File: src/rtl/kbd_pkg.sv
// Shared constants for the PS/2 keyboard FIFO: port addresses, default depth
// and status-byte layout used by the CPU port router.
package kbd_pkg;

  localparam int          KBD_DEPTH_LOG2 = 4;
  localparam logic [15:0] KBD_PORT_DATA  = 16'h22;
  localparam logic [15:0] KBD_PORT_STAT  = 16'h23;

  localparam int STAT_OVF  = 7;
  localparam int STAT_FULL = 6;

  // Status byte as seen on KBD_PORT_STAT: {overflow, full, 0, count[4:0]}.
  function automatic logic [7:0] kbd_status(input logic       ovf,
                                            input logic       full,
                                            input logic [4:0] cnt);
    logic [7:0] s;
    s            = {3'b000, cnt};
    s[STAT_OVF]  = ovf;
    s[STAT_FULL] = full;
    return s;
  endfunction

endpackage

File: src/rtl/edge_pulse.sv
// Rising-edge detector: one-cycle pulse on the first cycle a level goes high.
// Used for read-side-effect ports where a held read must act only once.
module edge_pulse (
  input  logic clock,
  input  logic reset,
  input  logic level_i,
  output logic pulse_o
);

  logic level_q;

  always_ff @(posedge clock) begin
    if (reset) begin
      level_q <= 1'b0;
    end else begin
      level_q <= level_i;
    end
  end

  assign pulse_o = level_i && !level_q;

endmodule

File: src/rtl/kbd_fifo.sv
// Scancode FIFO between the PS/2 receiver and the CPU port router, with a
// zero-latency head output, sticky overflow and a per-new-head irq strobe.
module kbd_fifo
  import kbd_pkg::*;
#(
  parameter int DEPTH_LOG2 = KBD_DEPTH_LOG2
) (
  input  logic                  clock,
  input  logic                  reset,
  input  logic                  kb_done,
  input  logic [7:0]            kb_data,
  input  logic                  rd_req,
  input  logic                  clr,
  output logic [7:0]            q,
  output logic [DEPTH_LOG2:0]   count,
  output logic                  empty,
  output logic                  full,
  output logic                  overflow,
  output logic                  irq
);

  localparam int DEPTH = 1 << DEPTH_LOG2;
  localparam int PW    = DEPTH_LOG2;
  localparam int CW    = DEPTH_LOG2 + 1;

  logic [7:0]    mem_q [DEPTH];
  logic [PW-1:0] wr_ptr_q, wr_ptr_d;
  logic [PW-1:0] rd_ptr_q, rd_ptr_d;
  logic [CW-1:0] count_q, count_d;
  logic          overflow_q, overflow_d;
  logic          irq_q, irq_d;
  logic          pop, pop_ok, push_ok;
  logic          empty_w, full_w;

  edge_pulse u_rd_edge (
    .clock   (clock),
    .reset   (reset),
    .level_i (rd_req),
    .pulse_o (pop)
  );

  assign empty_w = (count_q == '0);
  assign full_w  = (count_q == CW'(DEPTH));

  // A full FIFO still accepts a byte when the head leaves in the same cycle.
  assign pop_ok  = pop && !empty_w;
  assign push_ok = kb_done && (!full_w || pop_ok);

  always_comb begin
    wr_ptr_d   = wr_ptr_q;
    rd_ptr_d   = rd_ptr_q;
    count_d    = count_q;
    overflow_d = overflow_q;
    irq_d      = 1'b0;
    if (clr) begin
      wr_ptr_d   = '0;
      rd_ptr_d   = '0;
      count_d    = '0;
      overflow_d = 1'b0;
    end else begin
      if (push_ok) begin
        wr_ptr_d = wr_ptr_q + PW'(1);
      end
      if (pop_ok) begin
        rd_ptr_d = rd_ptr_q + PW'(1);
      end
      count_d = count_q + CW'(push_ok) - CW'(pop_ok);
      if (kb_done && !push_ok) begin
        overflow_d = 1'b1;
      end
      // New head: first byte into an empty FIFO, or a pop exposing the next byte.
      irq_d = (push_ok && empty_w) || (pop_ok && (count_d != '0));
    end
  end

  always_ff @(posedge clock) begin
    if (reset) begin
      wr_ptr_q   <= '0;
      rd_ptr_q   <= '0;
      count_q    <= '0;
      overflow_q <= 1'b0;
      irq_q      <= 1'b0;
    end else begin
      wr_ptr_q   <= wr_ptr_d;
      rd_ptr_q   <= rd_ptr_d;
      count_q    <= count_d;
      overflow_q <= overflow_d;
      irq_q      <= irq_d;
    end
  end

  // Storage is deliberately not reset.
  always_ff @(posedge clock) begin
    if (push_ok && !clr) begin
      mem_q[wr_ptr_q] <= kb_data;
    end
  end

  assign q        = empty_w ? 8'h00 : mem_q[rd_ptr_q];
  assign count    = count_q;
  assign empty    = empty_w;
  assign full     = full_w;
  assign overflow = overflow_q;
  assign irq      = irq_q;

endmodule

File: config.mk
export PLATFORM = sky130hd
export DESIGN_NAME = kbd_fifo
export DESIGN_NICKNAME = d
export VERILOG_FILES = /design/src/rtl/kbd_pkg.sv /design/src/rtl/edge_pulse.sv /design/src/rtl/kbd_fifo.sv
export SDC_FILE = /design/constraint.sdc
export NUM_CORES = 1
export LEC_CHECK = 0
export ABC_AREA = 1
export CAP_MARGIN = 20
export CELL_PAD_IN_SITES_DETAIL_PLACEMENT = 0
export CELL_PAD_IN_SITES_GLOBAL_PLACEMENT = 2
export CORE_MARGIN = 5
export CORE_UTILIZATION = 30
export CTS_BUF_LIST = sky130_fd_sc_hd__clkbuf_16
export CTS_CLUSTER_SIZE = 8
export DETAILED_ROUTE_END_ITERATION = 6
export PLACE_DENSITY = 0.66
export SYNTH_ARGS = -nofsm -noshare
export SYNTH_HDL_FRONTEND = slang
export SYNTH_SLANG_ARGS = --single-unit
File: constraint.sdc
create_clock -name clock -period 2.6 [get_ports clock]
set_clock_uncertainty 0.1 [all_clocks]
set_input_delay 0.26 -clock clock [delete_from_list [all_inputs] [get_ports clock]]
set_output_delay 0.26 -clock clock [all_outputs]
set_load 0.03 [all_outputs]
=== Yosys cells after proc, flatten, opt, wreduce, memory -nomap -nowiden ===
Memories as Yosys holds them, arrays and structs flattened. A register that Yosys moved wholly into a read port is not among the register bits.
Index checks and enable logic that the tools add are counted.

* Output and inout bits: 17
* Register bits: 16
* Logic and storage cells: 34
* Memory bits (writable): 128
* Memories kept: 1

{| class="wikitable"
|+ Memories
! name !! depth !! bits a word !! read ports !! clocked after memory_dff !! write ports !! line !! text
|-
| mem_q || 16 || 8 || 1 || 1 || 1 || kbd_fifo.sv:26 || <nowiki>logic [7:0] mem_q [DEPTH];</nowiki>
|}

* Add/sub/neg operators: 4
* Equal/unequal tests: 1
* Multiplexer cells: 5
* Reductions and logical operators: 17

{| class="wikitable"
|+ Operators with widths
! operator !! count
|-
| $add A4 B1 Y4 const B || 2
|-
| $mux W4 || 2
|-
| $mux W8 || 1
|-
| $logic_and A1 B1 Y1 || 7
|-
| $add A5 B1 Y5 || 1
|-
| $eq A5 B5 Y1 const B || 1
|-
| $logic_not A1 Y1 || 5
|-
| $logic_not A5 Y1 || 1
|-
| $reduce_bool A5 Y1 || 1
|-
| $sub A5 B1 Y5 || 1
|-
| $logic_or A1 B1 Y1 || 2
|-
| $mux W1 || 2
|-
| $reduce_or A2 Y1 || 1
|}

=== Depth between registers and ports, before layout ===
* Depth after elaboration: 10
* Mapped depth: 18
* Gate-level depth less buffers: 18

=== Cells and area by module ===
Synthesis repeated with hierarchy kept, for this count alone.

* Cells, all modules: 573
* Area, all modules: 6,242.2 µm²

{| class="wikitable"
|+ By module, submodules not included
! module !! cells each !! instances !! area an instance (µm²)
|-
| kbd_fifo || 569 || 1 || 6,211.0
|-
| edge_pulse || 4 || 1 || 31.3
|}

=== Least setup slack after synthesis ===
No wires, ideal clock.

* Kind: reg-to-reg
* Start: reg count_q[3], in the netlist count[3]
* End: reg irq_q, in the netlist irq
* Path slack: -310 ps
* Data required time: 2,379 ps
* Library setup time: 121 ps
* Arrival: 2,689 ps
* Period minus slack after synthesis: 2,910 ps
* Buffers on the path: 0
* Cell stages (with the launch flop): 17
* Cells stage by stage: dfxtp_1 inv_1 ha_1 nand3_1 nor2_1 nand2_1 nand2_2 inv_2 nand2_1 nand2_1 ha_1 fa_1 xor2_1 nor2_1 nand3_1 nand2_1 a21oi_1

* Elaborated cells on any way between the ends: 13
* Those cells by class: add/sub: 2; eq/ne: 1; reduce/logical: 10

{| class="wikitable"
|+ RTL lines
! item !! line !! text
|-
| start: declaration || kbd_fifo.sv:29 || <nowiki>logic [CW-1:0] count_q, count_d;</nowiki>
|-
| start signal: assignment || kbd_fifo.sv:86 || <nowiki>count_q <= count_d;</nowiki>
|-
| $eq A5 B5 Y1 * || kbd_fifo.sv:43 || <nowiki>assign full_w = (count_q == CW'(DEPTH));</nowiki>
|-
| net full || kbd_fifo.sv:17 || <nowiki>output logic full,</nowiki>
|-
| $logic_not A1 Y1 * || kbd_fifo.sv:47 || <nowiki>assign push_ok = kb_done && (!full_w || pop_ok);</nowiki>
|-
| $logic_or A1 B1 Y1 * || kbd_fifo.sv:47 ||
|-
| $logic_and A1 B1 Y1 * || kbd_fifo.sv:47 ||
|-
| $add A5 B1 Y5 || kbd_fifo.sv:67 || <nowiki>count_d = count_q + CW'(push_ok) - CW'(pop_ok);</nowiki>
|-
| $sub A5 B1 Y5 || kbd_fifo.sv:67 ||
|-
| $reduce_bool A5 Y1 || kbd_fifo.sv:72 || <nowiki>irq_d = (push_ok && empty_w) || (pop_ok && (count_d != '0));</nowiki>
|-
| $logic_and A1 B1 Y1 || kbd_fifo.sv:72 ||
|-
| $logic_or A1 B1 Y1 * || kbd_fifo.sv:72 ||
|-
| end signal: assignment || kbd_fifo.sv:88 || <nowiki>irq_q <= irq_d;</nowiki>
|-
| end: declaration || kbd_fifo.sv:31 || <nowiki>logic irq_q, irq_d;</nowiki>
|}

The timed path passes the listed nets; every way through them passes the cells marked *.
A chain may end at the register's enable or synchronous reset.

=== Final worst setup path ===
* Start: reg count_q[2], in the netlist count[2]
* End: reg irq_q, in the netlist irq

* Longest elaborated chain between the ends: 10
* Elaborated cells on any way between the ends: 13
* Those cells by class: add/sub: 2; eq/ne: 1; reduce/logical: 10

{| class="wikitable"
|+ Ends and longest elaborated chain
! item !! line !! text
|-
| $logic_not A5 Y1 || kbd_fifo.sv:42 || <nowiki>assign empty_w = (count_q == '0);</nowiki>
|-
| $logic_not A1 Y1 || kbd_fifo.sv:46 || <nowiki>assign pop_ok = pop && !empty_w;</nowiki>
|-
| $logic_and A1 B1 Y1 || kbd_fifo.sv:46 ||
|-
| $logic_or A1 B1 Y1 || kbd_fifo.sv:47 ||
|-
| $logic_and A1 B1 Y1 || kbd_fifo.sv:47 ||
|-
| $add A5 B1 Y5 || kbd_fifo.sv:67 ||
|-
| $sub A5 B1 Y5 || kbd_fifo.sv:67 ||
|-
| $reduce_bool A5 Y1 || kbd_fifo.sv:72 ||
|-
| $logic_and A1 B1 Y1 || kbd_fifo.sv:72 ||
|-
| $logic_or A1 B1 Y1 * || kbd_fifo.sv:72 ||
|}

Mark *: on every way between the ends. The rest lies on a longest branch, timed or not.

==> run summary <==
Number of top-level pins: 30. In this run the clock root is driven by a sky130_fd_sc_hd__clkbuf_16. The die is 154.0 um wide. The analysis attributes to cell leakage a power of 2.784 nW. The first global-routing pass estimated 23.79 mm of wire. During synthesis, Yosys emitted a total of 0 warnings. After detailed routing, the number of remaining DRC violations is 0.

The detailed-route wire length per cell works out to 16.42 um. The critical path is of the register to register type. Counting stages on the worst path, the most repeated cell is sky130_fd_sc_hd__nand2_1. For this run, the post-layout net count is 654. Number of pins with negative max-slew slack in the final report: 0. The detail route stage leaves a number of antenna-violating nets equal to 0. TritonCTS built the clock tree. Clock-pin slew was measured on the worst setup and hold paths at 0.06 ns. Synthesis produced 571 cells. The startpoint identified for the worst register-to-register timing path is count[2].

The signal on the critical path passes through inv_1, ha_4, nand4_2, nand2_2, buf_4, inv_2, nand2_1, nand2_1, ha_1, fa_2, inv_1, nand2_1, nor2_1, nand3_1, nand2_1, a21oi_1. The die covers 23710 um2. Kind of end point of the critical path: a register. In this run, synthesis produced a sequential element count of 148.

Number of detailed-route iterations in the first pass: 4. Measured along the y axis, the die boundary spans 154.0 um. STA classifies the critical path startpoint as a register. The initial utilization of the core area, before any placement, comes to 30.64%. Averaged over all synthesized cells, the footprint is 10.89 um2. The smallest clock period supported by the final layout is computed as 2.384 ns.

The max-capacitance violation count was 0; the pin count of the biggest net entering global routing was 33. For the DRC marker count from the first detailed-route iteration, the log shows 220. The post-synth net total is 595. In this run the tightest slew margin relative to its limit is 56.06%.

Grouping stages by cell kind, the critical path spends the most delay in adder cells. Along the worst path, the maximum fanout reaches 5. IR analysis of the VDD net gives a maximum drop of 0.0004786 V. For this design, the slowest cell found on the critical path is sky130_fd_sc_hd__fa_2. The logs give 0 for the number of diodes and 0 for the number of hold violations in the final report. The run gives 2 as the clock tree buffer depth. The logs give 68.24% for the part of the Yosys area used for sequential elements and 0.42 ns for the later-pin clock latency in the skew report.

The total power per unit cell area came out at 778.8 nW/um2. The area added between synthesis and finish was 21.52%; the global-route total usage across every layer was 13.06%. Detailed placement finished with a half-perimeter wire length of 9.730 mm. The tools report the final estimated routing congestion in global placement as 0.7218. The logs give 0 for the initial antenna violation count and 0 for the overflow left after global routing.

The maximum single-stage delay on the critical path is 0.52 ns, and the number of buffers and inverters on the critical path is 4. The count of clock tree sinks was 148. For the unique cell type count in the Yosys netlist, the log shows 22. The startpoint identified for the worst hold timing path is rd_req. Setup repair after global routing left no endpoint under its margin. The via density per instance was 4.556.

The tools report the post-route setup TNS as 0 ns. For the clock buffer count from CTS, the log shows 17. The min-delay analysis places its worst path in the category primary input to register.

The final hold slack is 0.2883 ns. The number of global-route vias before repair is 4238. The aggregate routed wire length is 14.99 mm. Derived from the worst setup path, the maximum achievable clock frequency is 419.5 MHz.

The source of the critical timing path was count[2]. Setup violations remaining at the end of the flow were counted as 0. Transition time at the pin with the least slew margin: 0.6570 ns. The via count of the routed design is 4160. The library cells used most frequently in the layout, excluding fill and tap cells, are 190 x sky130_fd_sc_hd__nand2_1, 128 x sky130_fd_sc_hd__edfxtp_1, 108 x sky130_fd_sc_hd__nand3_1.

The number of I/O port buffers was 29. The post-synthesis instance area was 6220 um2; the post-route fraction of the period consumed by the critical path was 91.68%. The flow ran to the end, and the final reports show no timing, DRC or antenna violations. The most common library cell in the layout ignoring fill and taps is sky130_fd_sc_hd__nand2_1. The arrival time of data at the critical path endpoint was 2.63 ns. The area inside the core boundary was 20300 um2; the critical path required time was 2.84 ns.

The number of rows created at floorplan was 52. The share of final-layout standard cells stronger than drive strength 1 works out to 13.84%. The H-tree generated during clock tree synthesis spans 4 levels.
[sequential cells by signal (all words and copies together) (netlist names), named ones only]
| signal | cells |
|---|---|
| count | 5 |
| irq | 1 |
| mem_q | 128 |
| overflow | 1 |
| rd_ptr_q | 4 |
| u_rd_edge.level_q | 1 |
| wr_ptr_q | 4 |
[per-stage QoR]
stage               total power [mW]  cells  setup slack, ns  utilization (%)  cell area [um2]
floorplan                      3.176    571         0.002533                -             6230
global placement               3.485    878          0.06632            34.02             6905
detailed placement             3.487    878          0.05071            34.02             6905
CTS                            5.942    912          0.07956            37.08             7527
global route                   6.141    913          0.01746            37.24             7559
finish                         5.886    913           0.2163            37.24             7559
[synth_stat cells, drive strengths merged]
cell | n | area share (%)
a21oi | 16 | 1.3
a31oi | 1 | 0.10
buf | 21 | 2.6
clkbuf | 3 | 0.18
clkinv | 2 | 0.12
dfxtp | 20 | 6.4
edfxtp | 128 | 62
fa | 1 | 0.32
ha | 10 | 2.0
inv | 24 | 1.4
nand2 | 192 | 12
nand3 | 109 | 8.8
nand4 | 1 | 0.20
nor2 | 34 | 2.1
o21ai | 4 | 0.32
or2 | 1 | 0.10
xnor2 | 1 | 0.14
xor2 | 3 | 0.42
[area by class of cell]
cell class              instances  area (um2)
clock buffers                  17       425.4
clock inverters                15       165.2
fillers                      2062       12740
inverters                      26       101.3
multi-input cells             373        1732
flip-flops and latches        148        4248
well taps                     270       337.8
repair buffers                 64       549.3
[cell families after synthesis]
group | after synthesis | synth area share [%]
AND/OR/NAND/NOR | 337 | 22.79
flip-flops | 148 | 68.24
buffers and inverters | 50 | 4.365
AO/OA/AOI/OAI | 21 | 1.710
adder cells (fa/ha/maj) | 11 | 2.334
XOR/XNOR | 4 | 0.5634
[final timing paths]
check	to	slack, ns	cells past startpoint
hold reg to reg	rd_ptr_q[2]	0.39	2
setup / recovery	irq	0.22	16
setup reg to reg	irq	0.22	16
hold / removal	u_rd_edge.level_q	0.29	3
[where the power goes]
part	total (mW)	switching, mW	internal, mW
sequential	2.63	0.0209	2.61
combinational	0.810	0.522	0.288
clock	2.44	0.945	1.50
[worst register-to-register path, cell delays in order (launching register included)]
cell and delay (ns):
sky130_fd_sc_hd__dfxtp_2 0.33, sky130_fd_sc_hd__inv_1 0.12, sky130_fd_sc_hd__ha_4 0.17, sky130_fd_sc_hd__nand4_2 0.13, sky130_fd_sc_hd__nand2_2 0.08, sky130_fd_sc_hd__buf_4 0.13, sky130_fd_sc_hd__inv_2 0.04, sky130_fd_sc_hd__nand2_1 0.07
sky130_fd_sc_hd__nand2_1 0.06, sky130_fd_sc_hd__ha_1 0.20, sky130_fd_sc_hd__fa_2 0.52, sky130_fd_sc_hd__inv_1 0.05, sky130_fd_sc_hd__nand2_1 0.05, sky130_fd_sc_hd__nor2_1 0.04, sky130_fd_sc_hd__nand3_1 0.08, sky130_fd_sc_hd__nand2_1 0.05
sky130_fd_sc_hd__a21oi_1 0.11
[routing by layer]
| metal | share of wire, % | GRT usage [%] |
|---|---|---|
| met1 | 47 | 16.60 |
| met3 | 2.4 | 3.232 |
| met2 | 50 | 22.03 |
| met5 | 0 | 0 |
| met4 | 0.97 | 3.911 |
[repair_timing]
action / in CTS / in global routing
gates resized for setup: 1 / 5
buffers inserted: 2 / 1
endpoints found under the hold margin: 0 / 0
pin swaps: 0 / 1
setup endpoints to repair: 8 / 2
hold buffers: 0 / 0
Note: power is estimated with default switching activity, not from simulation.
